### src/rtl/bp_pkg.sv
// ---------------------------------------------------------------------------
// bp_pkg
// Shared definitions for the gshare branch predictor:
//   - width-agnostic helpers for the saturating direction counters
//     (weakly-not-taken value, counter maximum, +/-1 saturating step);
//   - CTR_WNT / CTR_MAX for the default 2-bit counter;
//   - bp_entry_t, the in-flight entry {idx, pred, ghr} at the default widths.
// The predictor top builds a parametrised copy of the same entry layout so
// that non-default configurations stay consistent.
// ---------------------------------------------------------------------------
package bp_pkg;

    localparam int unsigned BP_PC_IDX_BITS = 6;
    localparam int unsigned BP_GHR_BITS    = 4;
    localparam int unsigned BP_CTR_BITS    = 2;

    // Weakly-not-taken value for a counter of the given width: 2**(bits-1)-1.
    function automatic logic [31:0] ctr_wnt_of(input int unsigned bits);
        return (32'd1 << (bits - 32'd1)) - 32'd1;
    endfunction

    // All-ones value for a counter of the given width.
    function automatic logic [31:0] ctr_max_of(input int unsigned bits);
        logic [31:0] res;
        if (bits >= 32'd32) begin
            res = 32'hFFFF_FFFF;
        end else begin
            res = (32'd1 << bits) - 32'd1;
        end
        return res;
    endfunction

    // Saturating step: +1 when up, -1 otherwise, clamped to [0, ctr_max].
    function automatic logic [31:0] sat_step(input logic [31:0] ctr,
                                             input logic [31:0] ctr_max,
                                             input logic        up);
        logic [31:0] res;
        if (up) begin
            if (ctr >= ctr_max) begin
                res = ctr_max;
            end else begin
                res = ctr + 32'd1;
            end
        end else begin
            if (ctr == 32'd0) begin
                res = 32'd0;
            end else begin
                res = ctr - 32'd1;
            end
        end
        return res;
    endfunction

    localparam logic [BP_CTR_BITS-1:0] CTR_WNT = BP_CTR_BITS'(ctr_wnt_of(BP_CTR_BITS));
    localparam logic [BP_CTR_BITS-1:0] CTR_MAX = BP_CTR_BITS'(ctr_max_of(BP_CTR_BITS));

    typedef struct packed {
        logic [BP_PC_IDX_BITS-1:0] idx;
        logic                      pred;
        logic [BP_GHR_BITS-1:0]    ghr;
    } bp_entry_t;

endpackage

### src/rtl/bp_inflight_fifo.sv
// ---------------------------------------------------------------------------
// bp_inflight_fifo
// In-order FIFO holding unresolved branch predictions.
// Ports:
//   clk, rst      clock, synchronous active-high reset (empties the FIFO)
//   push          write push_data at the tail (ignored when full)
//   push_data     entry to store
//   pop           drop the head entry (ignored when empty)
//   flush         discard every entry; overrides push and pop
//   head_data     oldest entry (undefined content when empty)
//   count         occupancy, 0..DEPTH
//   empty, full   occupancy flags
// DEPTH must be a power of two and >= 2 so the pointers wrap naturally.
// ---------------------------------------------------------------------------
module bp_inflight_fifo #(
    parameter int unsigned DEPTH = 4,
    parameter int unsigned WIDTH = 11
) (
    input  logic                     clk,
    input  logic                     rst,
    input  logic                     push,
    input  logic [WIDTH-1:0]         push_data,
    input  logic                     pop,
    input  logic                     flush,
    output logic [WIDTH-1:0]         head_data,
    output logic [$clog2(DEPTH):0]   count,
    output logic                     empty,
    output logic                     full
);

    localparam int unsigned AW = $clog2(DEPTH);

    logic [WIDTH-1:0] mem_r [DEPTH];
    logic [AW-1:0]    wr_ptr_r;
    logic [AW-1:0]    rd_ptr_r;
    logic [AW:0]      count_r;
    logic             empty_s;
    logic             full_s;
    logic             do_push_s;
    logic             do_pop_s;

    // Occupancy flags and qualified push/pop strobes.
    always_comb begin
        empty_s   = (count_r == {(AW+1){1'b0}});
        full_s    = (count_r == (AW+1)'(DEPTH));
        do_push_s = push && !full_s && !flush;
        do_pop_s  = pop && !empty_s && !flush;
    end

    // Entry storage; no reset needed since count gates every read.
    always_ff @(posedge clk) begin
        if (do_push_s) begin
            mem_r[wr_ptr_r] <= push_data;
        end
    end

    // Pointers and occupancy; flush empties the queue like a reset.
    always_ff @(posedge clk) begin
        if (rst || flush) begin
            wr_ptr_r <= {AW{1'b0}};
            rd_ptr_r <= {AW{1'b0}};
            count_r  <= {(AW+1){1'b0}};
        end else begin
            if (do_push_s) begin
                wr_ptr_r <= wr_ptr_r + AW'(1);
            end
            if (do_pop_s) begin
                rd_ptr_r <= rd_ptr_r + AW'(1);
            end
            case ({do_push_s, do_pop_s})
                2'b10:   count_r <= count_r + (AW+1)'(1);
                2'b01:   count_r <= count_r - (AW+1)'(1);
                default: count_r <= count_r;
            endcase
        end
    end

    assign head_data = mem_r[rd_ptr_r];
    assign count     = count_r;
    assign empty     = empty_s;
    assign full      = full_s;

endmodule

### src/rtl/gshare_branch_pred.sv
// ---------------------------------------------------------------------------
// gshare_branch_pred
// Gshare direction predictor: PHT of saturating counters indexed by
// pc[PC_IDX_BITS+1:2] XOR global history. Predictions return one cycle after
// the request and are queued in order with their history checkpoint until
// EX resolves them. A mispredict repairs the history from the checkpoint,
// flushes all younger in-flight entries and pulses mispredict.
// Ports:
//   clk, rst          clock, synchronous active-high reset
//   pred_req/pred_pc  prediction request from IF
//   pred_ready        FIFO not full
//   pred_valid        registered: prediction valid this cycle
//   prediction        registered: 1 = taken
//   resolve_valid     EX resolves the oldest in-flight branch
//   actual_outcome    resolved direction
//   mispredict        registered one-cycle pulse
//   inflight_cnt      FIFO occupancy
//   resolve_err       sticky: resolve seen with nothing in flight
// Optional (macro GSHARE_PRED_STATS_EN):
//   stat_preds, stat_mispreds  saturating 32-bit event counters
// GHR_BITS must be >= 2 and <= PC_IDX_BITS.
// ---------------------------------------------------------------------------
module gshare_branch_pred
    import bp_pkg::*;
#(
    parameter int unsigned PC_IDX_BITS = 6,
    parameter int unsigned GHR_BITS    = 4,
    parameter int unsigned CTR_BITS    = 2,
    parameter int unsigned INFLIGHT    = 4
) (
    input  logic                        clk,
    input  logic                        rst,
    input  logic                        pred_req,
    input  logic [31:0]                 pred_pc,
    output logic                        pred_ready,
    output logic                        pred_valid,
    output logic                        prediction,
    input  logic                        resolve_valid,
    input  logic                        actual_outcome,
    output logic                        mispredict,
    output logic [$clog2(INFLIGHT):0]   inflight_cnt,
    output logic                        resolve_err
`ifdef GSHARE_PRED_STATS_EN
    ,
    output logic [31:0]                 stat_preds,
    output logic [31:0]                 stat_mispreds
`endif
);

    localparam int unsigned PHT_DEPTH = 1 << PC_IDX_BITS;
    localparam int unsigned CNT_W     = $clog2(INFLIGHT) + 1;
    localparam int unsigned ENTRY_W   = PC_IDX_BITS + 1 + GHR_BITS;
    localparam logic [CTR_BITS-1:0] CTR_RST = CTR_BITS'(ctr_wnt_of(CTR_BITS));
    localparam logic [31:0]         CTR_TOP = ctr_max_of(CTR_BITS);

    typedef struct packed {
        logic [PC_IDX_BITS-1:0] idx;
        logic                   pred;
        logic [GHR_BITS-1:0]    ghr;
    } entry_t;

    logic [CTR_BITS-1:0]    pht_r [PHT_DEPTH];
    logic [GHR_BITS-1:0]    ghr_r;
    logic                   pred_valid_r;
    logic                   prediction_r;
    logic                   mispredict_r;
    logic                   resolve_err_r;

    logic [PC_IDX_BITS-1:0] idx_s;
    logic                   pred_bit_s;
    logic                   resolve_ok_s;
    logic                   mis_s;
    logic                   accept_s;
    logic                   err_set_s;
    logic [GHR_BITS-1:0]    ghr_next_s;
    logic [CTR_BITS-1:0]    ctr_next_s;
    entry_t                 push_entry_s;
    entry_t                 head_entry_s;
    logic [ENTRY_W-1:0]     head_bits_s;
    logic [CNT_W-1:0]       fifo_cnt_s;
    logic                   fifo_empty_s;
    logic                   fifo_full_s;
    logic                   unused_bits_s;

    // Lookup, resolve qualification, history and counter next-state.
    always_comb begin
        head_entry_s = entry_t'(head_bits_s);
        idx_s        = pred_pc[PC_IDX_BITS+1:2] ^ PC_IDX_BITS'(ghr_r);
        pred_bit_s   = pht_r[idx_s][CTR_BITS-1];
        resolve_ok_s = resolve_valid && !fifo_empty_s;
        err_set_s    = resolve_valid && fifo_empty_s;
        mis_s        = resolve_ok_s && (actual_outcome != head_entry_s.pred);
        // A mispredict in the same cycle kills the request: it is younger
        // than the branch being repaired.
        accept_s     = pred_req && !fifo_full_s && !mis_s;
        push_entry_s = '{idx: idx_s, pred: pred_bit_s, ghr: ghr_r};
        ctr_next_s   = CTR_BITS'(sat_step(32'(pht_r[head_entry_s.idx]), CTR_TOP, actual_outcome));
        ghr_next_s   = ghr_r;
        if (mis_s) begin
            ghr_next_s = {head_entry_s.ghr[GHR_BITS-2:0], actual_outcome};
        end else if (accept_s) begin
            ghr_next_s = {ghr_r[GHR_BITS-2:0], pred_bit_s};
        end else begin
            ghr_next_s = ghr_r;
        end
        // The checkpoint MSB is shifted out on repair and pc bits outside
        // the index field do not take part in the hash.
        unused_bits_s = ^{pred_pc[31:PC_IDX_BITS+2], pred_pc[1:0],
                          head_entry_s.ghr[GHR_BITS-1]};
    end

    // Pattern history table: written only by resolves, so a same-cycle
    // lookup always sees the pre-update counter.
    always_ff @(posedge clk) begin
        if (rst) begin
            for (int i = 0; i < int'(PHT_DEPTH); i++) begin
                pht_r[i] <= CTR_RST;
            end
        end else if (resolve_ok_s) begin
            pht_r[head_entry_s.idx] <= ctr_next_s;
        end
    end

    // History register and registered outputs.
    always_ff @(posedge clk) begin
        if (rst) begin
            ghr_r         <= {GHR_BITS{1'b0}};
            pred_valid_r  <= 1'b0;
            prediction_r  <= 1'b0;
            mispredict_r  <= 1'b0;
            resolve_err_r <= 1'b0;
        end else begin
            ghr_r         <= ghr_next_s;
            pred_valid_r  <= accept_s;
            prediction_r  <= accept_s & pred_bit_s;
            mispredict_r  <= mis_s;
            resolve_err_r <= resolve_err_r | err_set_s;
        end
    end

    bp_inflight_fifo #(
        .DEPTH (INFLIGHT),
        .WIDTH (ENTRY_W)
    ) u_fifo (
        .clk       (clk),
        .rst       (rst),
        .push      (accept_s),
        .push_data (push_entry_s),
        .pop       (resolve_ok_s),
        .flush     (mis_s),
        .head_data (head_bits_s),
        .count     (fifo_cnt_s),
        .empty     (fifo_empty_s),
        .full      (fifo_full_s)
    );

    assign pred_ready   = !fifo_full_s;
    assign pred_valid   = pred_valid_r;
    assign prediction   = prediction_r;
    assign mispredict   = mispredict_r;
    assign inflight_cnt = fifo_cnt_s;
    assign resolve_err  = resolve_err_r;

`ifdef GSHARE_PRED_STATS_EN
    logic [31:0] stat_preds_r;
    logic [31:0] stat_mispreds_r;

    // Saturating event counters for accepted predictions and mispredicts.
    always_ff @(posedge clk) begin
        if (rst) begin
            stat_preds_r    <= 32'd0;
            stat_mispreds_r <= 32'd0;
        end else begin
            if (accept_s && (stat_preds_r != 32'hFFFF_FFFF)) begin
                stat_preds_r <= stat_preds_r + 32'd1;
            end
            if (mis_s && (stat_mispreds_r != 32'hFFFF_FFFF)) begin
                stat_mispreds_r <= stat_mispreds_r + 32'd1;
            end
        end
    end

    assign stat_preds    = stat_preds_r;
    assign stat_mispreds = stat_mispreds_r;
`endif

endmodule
### config.mk
export PLATFORM = sky130hd
export DESIGN_NAME = gshare_branch_pred
export DESIGN_NICKNAME = d
export VERILOG_FILES = /design/src/rtl/bp_pkg.sv /design/src/rtl/bp_inflight_fifo.sv /design/src/rtl/gshare_branch_pred.sv
export SDC_FILE = /design/constraint.sdc
export NUM_CORES = 1
export LEC_CHECK = 0
export ABC_AREA = 0
export CAP_MARGIN = 0
export CELL_PAD_IN_SITES_DETAIL_PLACEMENT = 1
export CELL_PAD_IN_SITES_GLOBAL_PLACEMENT = 1
export CORE_ASPECT_RATIO = 1.75
export CORE_UTILIZATION = 26
export DETAILED_ROUTE_END_ITERATION = 6
export GPL_ROUTABILITY_DRIVEN = 0
export PLACE_DENSITY_LB_ADDON = 0.1
export SKIP_CTS_REPAIR_TIMING = 1
export SYNTH_ARGS = -nofsm -noshare
export SYNTH_HDL_FRONTEND = slang
export SYNTH_HIERARCHICAL = 1
export SYNTH_SLANG_ARGS = --single-unit
### constraint.sdc
create_clock -name clk -period 4.2 [get_ports clk]
set_input_delay 0.84 -clock clk [delete_from_list [all_inputs] [get_ports clk]]
set_output_delay 0.84 -clock clk [all_outputs]
set_load 0.005 [all_outputs]
==> impl_metrics.tcl, run 1 <==
set metrics [dict create \
    port_buffers 18 \
    worst_setup_start_kind "flip-flop" \
    cpLargestDelayFamily "compound AO/OA/AOI/OAI gates" \
    grt_setup_unrepaired "false" \
    finalWirelength_mm 33.7 \
    timing_max_transition_violations_final 0 \
    final_min_period_over_clock_period_pct 94.3 \
    globalRouteTotalUtil_pct 18.3 \
    worst_slew_margin_rel_pct 43.2 \
    vias_in_the_first_global_route 7248 \
    finish.net_count 848 \
    cellPowerDensity_nw_per_um2 620 \
    worst_slew_pin_slew_ns 0.852 \
    final_layout_size_suffix_gt1_share_pct 27.1 \
    detail_route.vias_per_cell 5.07 \
    run_status "complete, no violations" \
    fin_skew_ns 0.0114 \
    vias 6556 \
    syn_nets 812 \
    final-setup-viol-count 0 \
    cpMaxStageDelayCell "sky130_fd_sc_hd__mux4_2" \
    hold_viol_final 0 \
    timing.max_cap.violations 0 \
    gr-total-overflow 0 \
    synthCells 769 \
    finalCriticalPeriod_ns 3.96 \
    detailedRoute.firstPassIterationCount 5 \
    cpPeakStageDelay_ns 0.72 \
    tritoncts "yes" \
    routedWlPerCell_um 26.1 \
    worst_hold_path_type "flip-flop to flip-flop" \
    synth_warnings 6 \
    critical_path_cell_list "buf_4 -> mux4_2 -> nor2b_1 -> a32o_1 -> a211oi_1 -> o22ai_1 -> nor4_4 -> maj3_2 -> buf_4 -> nand3_1" \
    achievable-frequency_mhz 252 \
    worst-endpoint-required_ns 4.39 \
    drt-initial-drc-count 366 \
    syn_area_per_cell_um2 12.8 \
    synthesis.area_um2 9810 \
    initial_antenna_violation_count 0 \
    cts.clk_slew.worst_paths_ns 0.08 \
    post-route-drc-count 0 \
    htree_levels 4 \
    route.antenna.remaining_nets 0 \
    n_diodes 0 \
    worst-path-stages 10 \
    start_util_pct 26.5 \
    timing_worst_setup_path_type "flip-flop to flip-flop" \
    die_area_um2 38500 \
    cts_buffer_depth 2 \
    cts_buffers 17 \
    cp-end-kind "flip-flop" \
    min_delay_path_depth 2 \
    die_height_um 259 \
    num_rows 93 \
    detailedPlacementHpwl_mm 25.0 \
    die-width_um 149 \
    area_delta_synth_final_pct 15.5 \
    clock-root-buffer "sky130_fd_sc_hd__clkbuf_16" \
    num_io_pins 45 \
    totalPowerFinal_w 0.00703 \
    fp.coreArea_um2 37000 \
    arrival_ns 4.15 \
    worst_skew_pair.late_latency_ns 0.46 \
    ir_worst_vdd_mv 0.368 \
    layoutNonFillerInstCount 1293 \
    tritoncts_num_sinks 185 \
    leakage_nw 3.47 \
    reg2regPathDepth 10 \
    cp.buffers_inverters 2 \
    fin_util_pct 30.6 \
    final.setup.tns_ns 0 \
    post-place-cells 1261 \
    grt_start_max_net_pins 75 \
    crit_fanout 27 \
    grt_first_pass_wirelength_mm 49.3 \
    critical-path-top-cell-by-count "sky130_fd_sc_hd__buf_4" \
]
routing by layer:
layer  part of all wire, %  routed length [um]  global-route usage, %
met3                   3.5                1170                   3.23
met5                     0                   0                      0
met1                    35               12000                   18.5
met2                    56               18800                   34.7
met4                   5.2                1750                   10.8
through the flow:
stage | setup slack (ns) | area, um2 | hold slack, ns
2_1_floorplan | 0.596 | 9810 | 0.459
3_3_place_gp | 0.0309 | 10700 | 0.450
3_5_place_dp | -0.00602 | 10700 | 0.480
4_1_cts | -0.0280 | 11300 | 0.501
5_1_grt | 0.0512 | 11300 | 0.530
6_report | 0.239 | 11300 | 0.487
worst min-delay path, delay by kind of cell, from the launching register on:
family	cells	cell delay, ns
compound gates	1	0.04
flops	1	0.34
simple gates	1	0.07
where the power goes:
part	internal (W)	switching, W	total [W]
registers	0.00216	0.0000838	0.00225
logic	0.00103	0.00206	0.00309
clock network	0.000817	0.000874	0.00169
sequential cells by signal, summed over array words and instances, names as in the netlist, named ones only:
register / flops
mispredict: 1
u_fifo/rd_ptr_r: 2
u_fifo/wr_ptr_r: 2
u_fifo/mem_r: 40
pht_r: 128
prediction: 1
resolve_err: 1
u_fifo/count: 3
ghr_r: 4
pred_valid: 1
final timing paths:
| check | start | to | slack, ns |
|---|---|---|---|
| worst max-delay path | flip-flop | pht_r[53][0]$_SDFFCE_PN1P_ | 0.24 |
| worst min-delay path | resolve_err$_SDFF_PP0_ | resolve_err$_SDFF_PP0_ | 0.49 |
| worst max register to register | flip-flop | pht_r[53][0]$_SDFFCE_PN1P_ | 0.24 |
| worst min register to register | resolve_err$_SDFF_PP0_ | resolve_err$_SDFF_PP0_ | 0.49 |
final cells by class:
| cell class | count | area [um2] |
|---|---|---|
| Timing Repair Buffer | 82 | 706 |
| Fill cell | 4014 | 25700 |
| Inverter | 19 | 71.3 |
| Multi-Input combinational cell | 500 | 3960 |
| Sequential cell | 185 | 5390 |
| Clock inverter | 15 | 196 |
| Tap cell | 475 | 594 |
| Clock buffer | 17 | 425 |
layout by cell type (no fill, tap or decap), drive strengths merged, types with 4 or more instances in the layout:
cell type	n
edfxtp	168
buf	65
nor2	61
nand3	61
nor3	60
nand2	54
mux4	39
o21bai	33
mux2i	27
inv	25
nand2b	20
or2	17
clkbuf	17
clkdlybuf4s50	17
dfxtp	17
a21oi	14
and3	10
clkinv	9
nor2b	7
mux2	7
a221oi	5
o21ai	5
nand3b	5
ha	5
a22oi	4
o22ai	4
xnor2	4
nor3b	4
or3	4
No activity file was read; power rests on OpenSTA's default activity.
==> run 2, diff against run 1 <==
CORE_ASPECT_RATIO = unset   (was 1.75)
==> run 2 against run 1 <==
  * Clock skew hardly changed
  * Combinational power hardly changed
  * Worst setup slack better by 0.083 ns
  * Maximum frequency is 2.1% higher
  * Clock-buffer cell count stayed put
  * Cell area hardly changed
  * Flip-flop and latch count stayed put
  * Critical path depth is 1 lower
  * Core utilization is 0.12 points higher
  * Die area hardly changed
  * Global-route usage is 1.2 points lower
  * Critical path type unchanged
  * Highest routed layer is now met5
==> impl_metrics.tcl, run 2 (synthesis gave the netlist of run 1 again) <==
set metrics [dict create \
    grt_setup_unrepaired "false" \
    worst-endpoint-required_ns 4.40 \
    largest_register_ffs 128 \
    worst_r2r_endpoint "pht_r[0][1]$_SDFFCE_PN0P_" \
    hold_viol_final 0 \
    route.antenna.remaining_nets 0 \
    worst_slew_margin_rel_pct 30.8 \
    clkPwrFrac_pct 23.5 \
    share_comb_of_total_power_pct 44.5 \
    finalWirelength_mm 31.8 \
    initial_antenna_violation_count 1 \
    worst_skew_pair.late_latency_ns 0.46 \
    layout_commonest_cell "sky130_fd_sc_hd__edfxtp_1" \
    detailedPlacementHpwl_mm 22.3 \
    min_delay_path_depth 2 \
    die_height_um 196 \
    final.setup.tns_ns 0 \
    layout.cells.most_common_list "sky130_fd_sc_hd__edfxtp_1 (168), sky130_fd_sc_hd__nor2_1 (60), sky130_fd_sc_hd__nand3_1 (60), sky130_fd_sc_hd__nand2_1 (54), sky130_fd_sc_hd__buf_4 (54)" \
    num_io_pins 45 \
    start_util_pct 26.6 \
    area_delta_synth_final_pct 15.6 \
    num_rows 70 \
    worst-r2r-setup-slack_ns 0.32 \
    tritoncts_num_sinks 185 \
    worst_slew_pin_slew_ns 1.03 \
    n_diodes 0 \
    grt_first_pass_wirelength_mm 46.9 \
    cts_buffer_depth 2 \
    clock-root-buffer "sky130_fd_sc_hd__clkbuf_16" \
    detailedRoute.firstPassIterationCount 5 \
    worst_hold_path_type "flip-flop to flip-flop" \
    final_layout_size_suffix_gt1_share_pct 26.7 \
    post-route-drc-count 0 \
    seq_power_share_pct 32.0 \
    timing.max_cap.violations 0 \
    detail_route.vias_per_cell 4.99 \
    cts.clk_slew.worst_paths_ns 0.08 \
    final.hold.worst_slack_ns 0.480 \
    cell_internal_pwr_w 0.00404 \
    switching_share_pct 42.3 \
    worst_setup_start_kind "flip-flop" \
    finalCriticalPeriod_ns 3.88 \
    cellPowerDensity_nw_per_um2 617 \
    p_sw_w 0.00296 \
    vias 6579 \
    ir_worst_vdd_mv 0.383 \
    crit_fanout 24 \
    die_area_um2 38500 \
    arrival_ns 4.08 \
    regMostFlops "pht_r" \
    leakage_nw 3.45 \
    grt_start_max_net_pins 43 \
    finish.net_count 844 \
    largest_registers "pht_r (128), u_fifo/mem_r (40), ghr_r (4)" \
    htree_levels 4 \
    achievable-frequency_mhz 258 \
    fp.coreArea_um2 36900 \
    tritoncts "yes" \
    final_min_period_over_clock_period_pct 92.3 \
    cts_buffers 17 \
    gr-total-overflow 0 \
    port_buffers 18 \
    final-setup-viol-count 0 \
    drt-initial-drc-count 419 \
    run_status "complete, no violations" \
    cp-end-kind "flip-flop" \
    vias_in_the_first_global_route 6946 \
    globalRouteTotalUtil_pct 17.2 \
    hp-start "resolve_err$_SDFF_PP0_" \
    timing_max_transition_violations_final 0 \
    die-width_um 196 \
    hold-path-endpoint "resolve_err$_SDFF_PP0_" \
    fin_skew_ns 0.0118 \
    reg2regPathDepth 9 \
    timing_worst_setup_path_type "flip-flop to flip-flop" \
    fin_util_pct 30.8 \
    routedWlPerCell_um 24.1 \
]
-- run 2: cell count changes in the layout (fill, tap and decap cells not counted), moves of 2 or more --
cell,before,now
sky130_fd_sc_hd__clkinv_8,6,4
sky130_fd_sc_hd__buf_4,60,54
sky130_fd_sc_hd__inv_12,2,0
sky130_fd_sc_hd__buf_12,4,6
sky130_fd_sc_hd__clkinvlp_4,0,2
sky130_fd_sc_hd__clkinv_4,3,1
sky130_fd_sc_hd__inv_8,2,5
-- run 2: critical path, cell delays in order, from the launching register on --
cell                       delay, ns
sky130_fd_sc_hd__dfxtp_1        0.52
sky130_fd_sc_hd__mux4_2         0.86
sky130_fd_sc_hd__nor2b_1        0.34
sky130_fd_sc_hd__a221oi_1       0.36
sky130_fd_sc_hd__o22a_1         0.20
sky130_fd_sc_hd__o211ai_1       0.19
sky130_fd_sc_hd__nor4_4         0.37
sky130_fd_sc_hd__maj3_4         0.45
sky130_fd_sc_hd__buf_12         0.24
sky130_fd_sc_hd__nor3_1         0.07
-- run 2: worst max-delay path by stage --
stage / slack, ns / to / start / depth (start not counted)
3_5_place_dp: 0.31 / u_fifo/count[2]$_SDFFE_PP0P_ / flip-flop / 14
3_3_place_gp: 0.36 / pht_r[0][1]$_SDFFCE_PN0P_ / flip-flop / 9
2_1_floorplan: 0.60 / u_fifo/count[2]$_SDFFE_PP0P_ / flip-flop / 14
5_1_grt: 0.07 / u_fifo/count[2]$_SDFFE_PP0P_ / flip-flop / 14
6_report: 0.32 / pht_r[0][1]$_SDFFCE_PN0P_ / flip-flop / 9
4_1_cts: 0.28 / u_fifo/count[2]$_SDFFE_PP0P_ / flip-flop / 14
-- run 2: cell type report --
class | count | area [um2]
Clock buffer | 17 | 425
Timing Repair Buffer | 78 | 701
Multi-Input combinational cell | 500 | 3960
Fill cell | 3966 | 25500
Clock inverter | 15 | 171
Inverter | 19 | 71.3
Tap cell | 504 | 631
Sequential cell | 185 | 5390
-- run 2: routing by layer --
| metal | vias to the layer above | share of wire [%] | track usage (%) |
|---|---|---|---|
| li1 | 2958 | - | - |
| met1 | 3440 | 45 | 22.2 |
| met2 | 149 | 49 | 28.6 |
| met3 | 30 | 4.8 | 3.58 |
| met4 | 2 | 1.5 | 5.27 |
| met5 | - | 0.041 | 0 |
-- run 2: through the flow --
| stage | std cells | setup WS (ns) | area, um2 | power, W |
|---|---|---|---|---|
| after floorplan | 769 | 0.596 | 9810 | 0.00441 |
| after global placement | 1286 | 0.359 | 10700 | 0.00540 |
| after detailed placement | 1286 | 0.311 | 10700 | 0.00542 |
| after CTS | 1318 | 0.277 | 11300 | 0.00707 |
| after global routing | 1318 | 0.0729 | 11300 | 0.00730 |
| final | 1318 | 0.322 | 11300 | 0.00699 |
-- run 2: power by group through the flow --
stage | sequential (W) | combinational (W) | clock, W
3_5_place_dp | 0.00229 | 0.00313 | 0
4_1_cts | 0.00224 | 0.00314 | 0.00168
2_1_floorplan | 0.00225 | 0.00216 | 0
5_1_grt | 0.00226 | 0.00331 | 0.00173
6_report | 0.00224 | 0.00311 | 0.00164
3_3_place_gp | 0.00228 | 0.00312 | 0
==> RTL edit 1 (config.mk and constraints of run 1) <==
Register the outputs `pred_ready` and `inflight_cnt`, cleared by the reset; this adds one clock of latency there. The other outputs are not delayed to match.
--- a/src/rtl/gshare_branch_pred.sv
+++ b/src/rtl/gshare_branch_pred.sv
@@ -154,11 +154,18 @@
         .full      (fifo_full_s)
     );
 
-    assign pred_ready   = !fifo_full_s;
     assign pred_valid   = pred_valid_r;
     assign prediction   = prediction_r;
     assign mispredict   = mispredict_r;
-    assign inflight_cnt = fifo_cnt_s;
+    always_ff @(posedge clk) begin
+        if (rst) begin
+            pred_ready   <= '0;
+            inflight_cnt <= '0;
+        end else begin
+            pred_ready   <= !fifo_full_s;
+            inflight_cnt <= fifo_cnt_s;
+        end
+    end
     assign resolve_err  = resolve_err_r;
 
 `ifdef GSHARE_PRED_STATS_EN
Function: changed (a bounded check fails within 4 cycles, from zero or initial values and one cycle with rst high).
==> RTL edit 1 against run 1 <==
Sequential cell count up 4. Setup slack gained 0.16 ns. Total power is 1.6% lower. Design area increased by 0.19%. Area after synthesis rose by 0.79%. Sequential share of layout area grew 0.60 points. Wire length is 1.5% lower.
==> RTL edit 1: results <==
final_layout:
  nFillCells: 4029
  final-instance-count-excl-fill: 1282
  finalNetCount: 832
  synthToLayoutAreaGrowth_pct: 14.9
  layout_top_registers: "pht_r: 128 flops, u_fifo/mem_r: 40 flops, ghr_r: 4 flops"
  num_antenna_cells: 0
  drive_above_1_share_pct: 26.4
global_route:
  grtUsageTotal_pct: 18.2
  antenna_found_initial: 0
  grt_pass1_vias: 7158
  grt_use_met2_pct: 36.7
  met3_global_route_usage_pct: 2.19
  grt_pass1_wl_um: 49500
  grt_util_met1_pct: 18.4
  maximum_number_of_pins_on_one_net_before_global_route_repair: 71
pwr:
  power.ir.vdd_worst_mv: 0.309
  static-leakage-power_nw: 3.42
detailed_routing:
  drtPass1Iterations: 4
  detail_route.vias_per_cell: 5.06
  drt_iter0_drc: 370
  drt_wl_total_um: 33200
worst_setup_path:
  critPathMaxFanout: 10
  max_stage_delay_ns: 0.59
  setup.worst_path.start_class: "register"
  path_delay_family: "simple AND/OR/NAND/NOR gates"
  cp_data_arrival_time_ns: 4.19
  critical_path.slowest_cell: "sky130_fd_sc_hd__mux4_2"
clock_tree:
  path_clk_slew_ns: 0.08
  max-clock-path-buffers: 2
  clock-root-buffer: "sky130_fd_sc_hd__clkbuf_16"
  cts_buffers: 17
  htreeDepth: 4
  insertion_delay_ns: 0.46
outcome:
  result_of_the_run: "completed"
placement:
  dpl-instance-area_um2: 10800
  post-place-ws_ns: 0.205
  detailed_place_hpwl_um: 24400
  port_buffers: 18
synth:
  syn-num-nets: 806
  yosys_warnings: 6
  synth_area_per_cell_um2: 13.0
timing:
  finalClockSkew_ns: 0.0124
  worst_pin_slew_ns: 0.852
min_path:
  hold_path.startpoint: "resolve_err"
  hp-class: "reg2reg"
-- RTL edit 1: cell types whose count changed in the layout (fill, tap and decap cells not counted), moves of 5 or more --
| cell | before | now |
|---|---|---|
| sky130_fd_sc_hd__o21bai_1 | 33 | 48 |
| sky130_fd_sc_hd__nor2_1 | 60 | 51 |
| sky130_fd_sc_hd__mux2i_1 | 27 | 35 |
| sky130_fd_sc_hd__inv_1 | 19 | 12 |
| sky130_fd_sc_hd__nand2_1 | 54 | 48 |
| sky130_fd_sc_hd__a22oi_1 | 4 | 9 |
| sky130_fd_sc_hd__dfxtp_1 | 16 | 21 |
| sky130_fd_sc_hd__nand2b_1 | 20 | 15 |
| sky130_fd_sc_hd__nor3_2 | 44 | 49 |
| sky130_fd_sc_hd__or2_2 | 17 | 12 |
-- RTL edit 1: per-layer routing --
| metal | vias to the layer above | wire length (um) |
|---|---|---|
| li1 | 2941 | - |
| met1 | 3393 | 11800 |
| met2 | 109 | 19800 |
| met3 | 38 | 833 |
| met4 | 0 | 878 |
| met5 | - | 0 |
-- RTL edit 1: worst register-to-register path, cell delays in order, from the launching register on --
cell                      delay [ns]
sky130_fd_sc_hd__dfxtp_1        0.32
sky130_fd_sc_hd__buf_4          0.25
sky130_fd_sc_hd__mux4_2         0.59
sky130_fd_sc_hd__xnor2_1        0.19
sky130_fd_sc_hd__nor2_1         0.46
sky130_fd_sc_hd__nor2_1         0.11
sky130_fd_sc_hd__nor2b_1        0.17
sky130_fd_sc_hd__and2_4         0.21
sky130_fd_sc_hd__inv_1          0.06
sky130_fd_sc_hd__ha_1           0.19
sky130_fd_sc_hd__inv_1          0.06
sky130_fd_sc_hd__fa_1           0.37
sky130_fd_sc_hd__xor2_1         0.16
sky130_fd_sc_hd__or3_2          0.42
sky130_fd_sc_hd__a21oi_1        0.17
-- RTL edit 1: power by group --
| part | leakage, nW | total, mW | switching, mW | internal [mW] |
|---|---|---|---|---|
| Combinational | 1.50 | 2.98 | 1.99 | 0.992 |
| Sequential | 1.64 | 2.28 | 0.0748 | 2.20 |
| Clock | 0.290 | 1.65 | 0.850 | 0.802 |
| Total | 3.42 | 6.91 | 2.91 | 4.00 |
-- RTL edit 1: path summary, 6_finish.rpt --
path / endpoint / slack [ns] / cells after the start
min: resolve_err / 0.49 / 2
max: u_fifo/count[2] / 0.40 / 14
max reg2reg: u_fifo/count[2] / 0.40 / 14
min reg2reg: resolve_err / 0.49 / 2
-- RTL edit 1: layout make-up --
class                      instances  area share (%)
sequential                       189            48.1
multi-input combinational        490            34.8
inverter                          12           0.397
clock buffer                      17            3.75
timing repair buffer              79            6.12
clock inverter                    15            1.49
tap                              480            5.29
==> RTL edit 2 (config.mk and constraints of run 1) <==
Made on the original files. The parameter `PC_IDX_BITS` goes from 6 to 4.
--- a/src/rtl/gshare_branch_pred.sv
+++ b/src/rtl/gshare_branch_pred.sv
@@ -23,7 +23,7 @@
 module gshare_branch_pred
     import bp_pkg::*;
 #(
-    parameter int unsigned PC_IDX_BITS = 6,
+    parameter int unsigned PC_IDX_BITS = 4,
     parameter int unsigned GHR_BITS    = 4,
     parameter int unsigned CTR_BITS    = 2,
     parameter int unsigned INFLIGHT    = 4
Behaviour: not the same (Yosys sat finds a counterexample within 4 cycles, from zero or initial values and one cycle with rst high).
==> RTL edit 2 against run 1 <==
Combinational power fell by 73%. Sequential power decreased by 53%. Wire length shrank 72%. Sequential cell count decreased by 104. Final cell count fell by 62%. Count of clock-buffer cells in the layout fell by 6. Area after synthesis is 60% lower. Maximum frequency increased by 15%. Design area is 60% lower. Total power decreased by 61%. Setup slack better by 0.51 ns.
==> RTL edit 2: results <==
detailed_routing:
  dr_total_vias: 2367
  drtPass1Iterations: 4
  routed_wire_length_per_instance_um: 19.2
  drt_iter0_drc: 55
worst_setup_path:
  r2r-end: "u_fifo/count[2]"
  path_delay_family: "simple AND/OR/NAND/NOR gates"
  max_stage_delay_ns: 0.50
  critical_path.slowest_cell: "sky130_fd_sc_hd__clkdlybuf4s50_1"
  rr_worst_depth: 13
  critPathMaxFanout: 10
  regToRegSetupSlack_ns: 0.88
clock_tree:
  htreeDepth: 3
  max-clock-path-buffers: 2
  path_clk_slew_ns: 0.06
  insertion_delay_ns: 0.34
  cts_buffers: 9
  clock-root-buffer: "sky130_fd_sc_hd__clkbuf_16"
pwr:
  static-leakage-power_nw: 1.54
  power.ir.vdd_worst_mv: 0.177
final_layout:
  layout_top_registers: "pht_r: 32 flops, u_fifo/mem_r: 32 flops, ghr_r: 4 flops"
  drive_above_1_share_pct: 17.1
  nFillCells: 1549
  finalNetCount: 354
  num_antenna_cells: 0
placement:
  post-place-ws_ns: 0.377
  detailed_place_hpwl_um: 7110
  port_buffers: 16
synth:
  yosys_warnings: 6
  syn-num-nets: 336
timing:
  finalClockSkew_ns: 0.0114
  timing.slew.headroom_pct: 55.0
global_route:
  grt_util_met1_pct: 13.0
  grt_pass1_wl_um: 14800
  grt_pass1_vias: 2588
  met3_global_route_usage_pct: 2.65
  grtUsageTotal_pct: 13.7
  antenna_found_initial: 0
  grt_use_met2_pct: 27.6
  maximum_number_of_pins_on_one_net_before_global_route_repair: 29
min_path:
  holdPathStages: 2
  hold_path.startpoint: "resolve_err"
  whs_endpoint: "resolve_err"
  hp-class: "reg2reg"
outcome:
  result_of_the_run: "completed"
[RTL edit 2: worst min-delay path, delay by kind of cell (launching register included)]
family,cells,cell delay [ns]
flops,1,0.32
simple gates,1,0.07
compound gates,1,0.04
[RTL edit 2: power by group]
part	internal (mW)	switching (mW)	total [mW]	leakage, nW
registers	1.00	0.0550	1.05	0.710
logic	0.334	0.513	0.847	0.674
clock network	0.537	0.320	0.858	0.160
total	1.87	0.888	2.76	1.54
[RTL edit 2: layout make-up]
class | count | share of cell area, %
multi-input combinational | 181 | 32.2
clock buffer | 11 | 5.33
inverter | 12 | 0.989
sequential | 81 | 49.7
clock inverter | 5 | 1.73
timing repair buffer | 26 | 5.16
tap | 180 | 4.95
[RTL edit 2: layer usage]
| metal | vias up | wire length (um) |
|---|---|---|
| li1 | 1108 | - |
| met1 | 1229 | 3480 |
| met2 | 21 | 5740 |
| met3 | 9 | 177 |
| met4 | 0 | 136 |
| met5 | - | 0 |
[RTL edit 2: through the flow]
| step | instances | hold slack, ns | area, um^2 |
|---|---|---|---|
| after detailed placement | 480 | 0.462 | 4230 |
| after CTS | 496 | 0.479 | 4550 |
| final | 496 | 0.467 | 4550 |
| after global routing | 496 | 0.515 | 4550 |
| after floorplan | 293 | 0.459 | 3880 |
| after global placement | 480 | 0.468 | 4230 |
[RTL edit 2: worst max-delay path by stage]
stage / slack, ns / endpoint / startpoint
final: 0.75 / u_fifo/count[2] / resolve_valid
after global placement: 0.43 / u_fifo/count[2] / resolve_valid
after CTS: 0.71 / u_fifo/count[2] / resolve_valid
after floorplan: 0.69 / u_fifo/count[2] / register
after global routing: 0.58 / u_fifo/count[2] / resolve_valid
after detailed placement: 0.38 / u_fifo/count[2] / resolve_valid
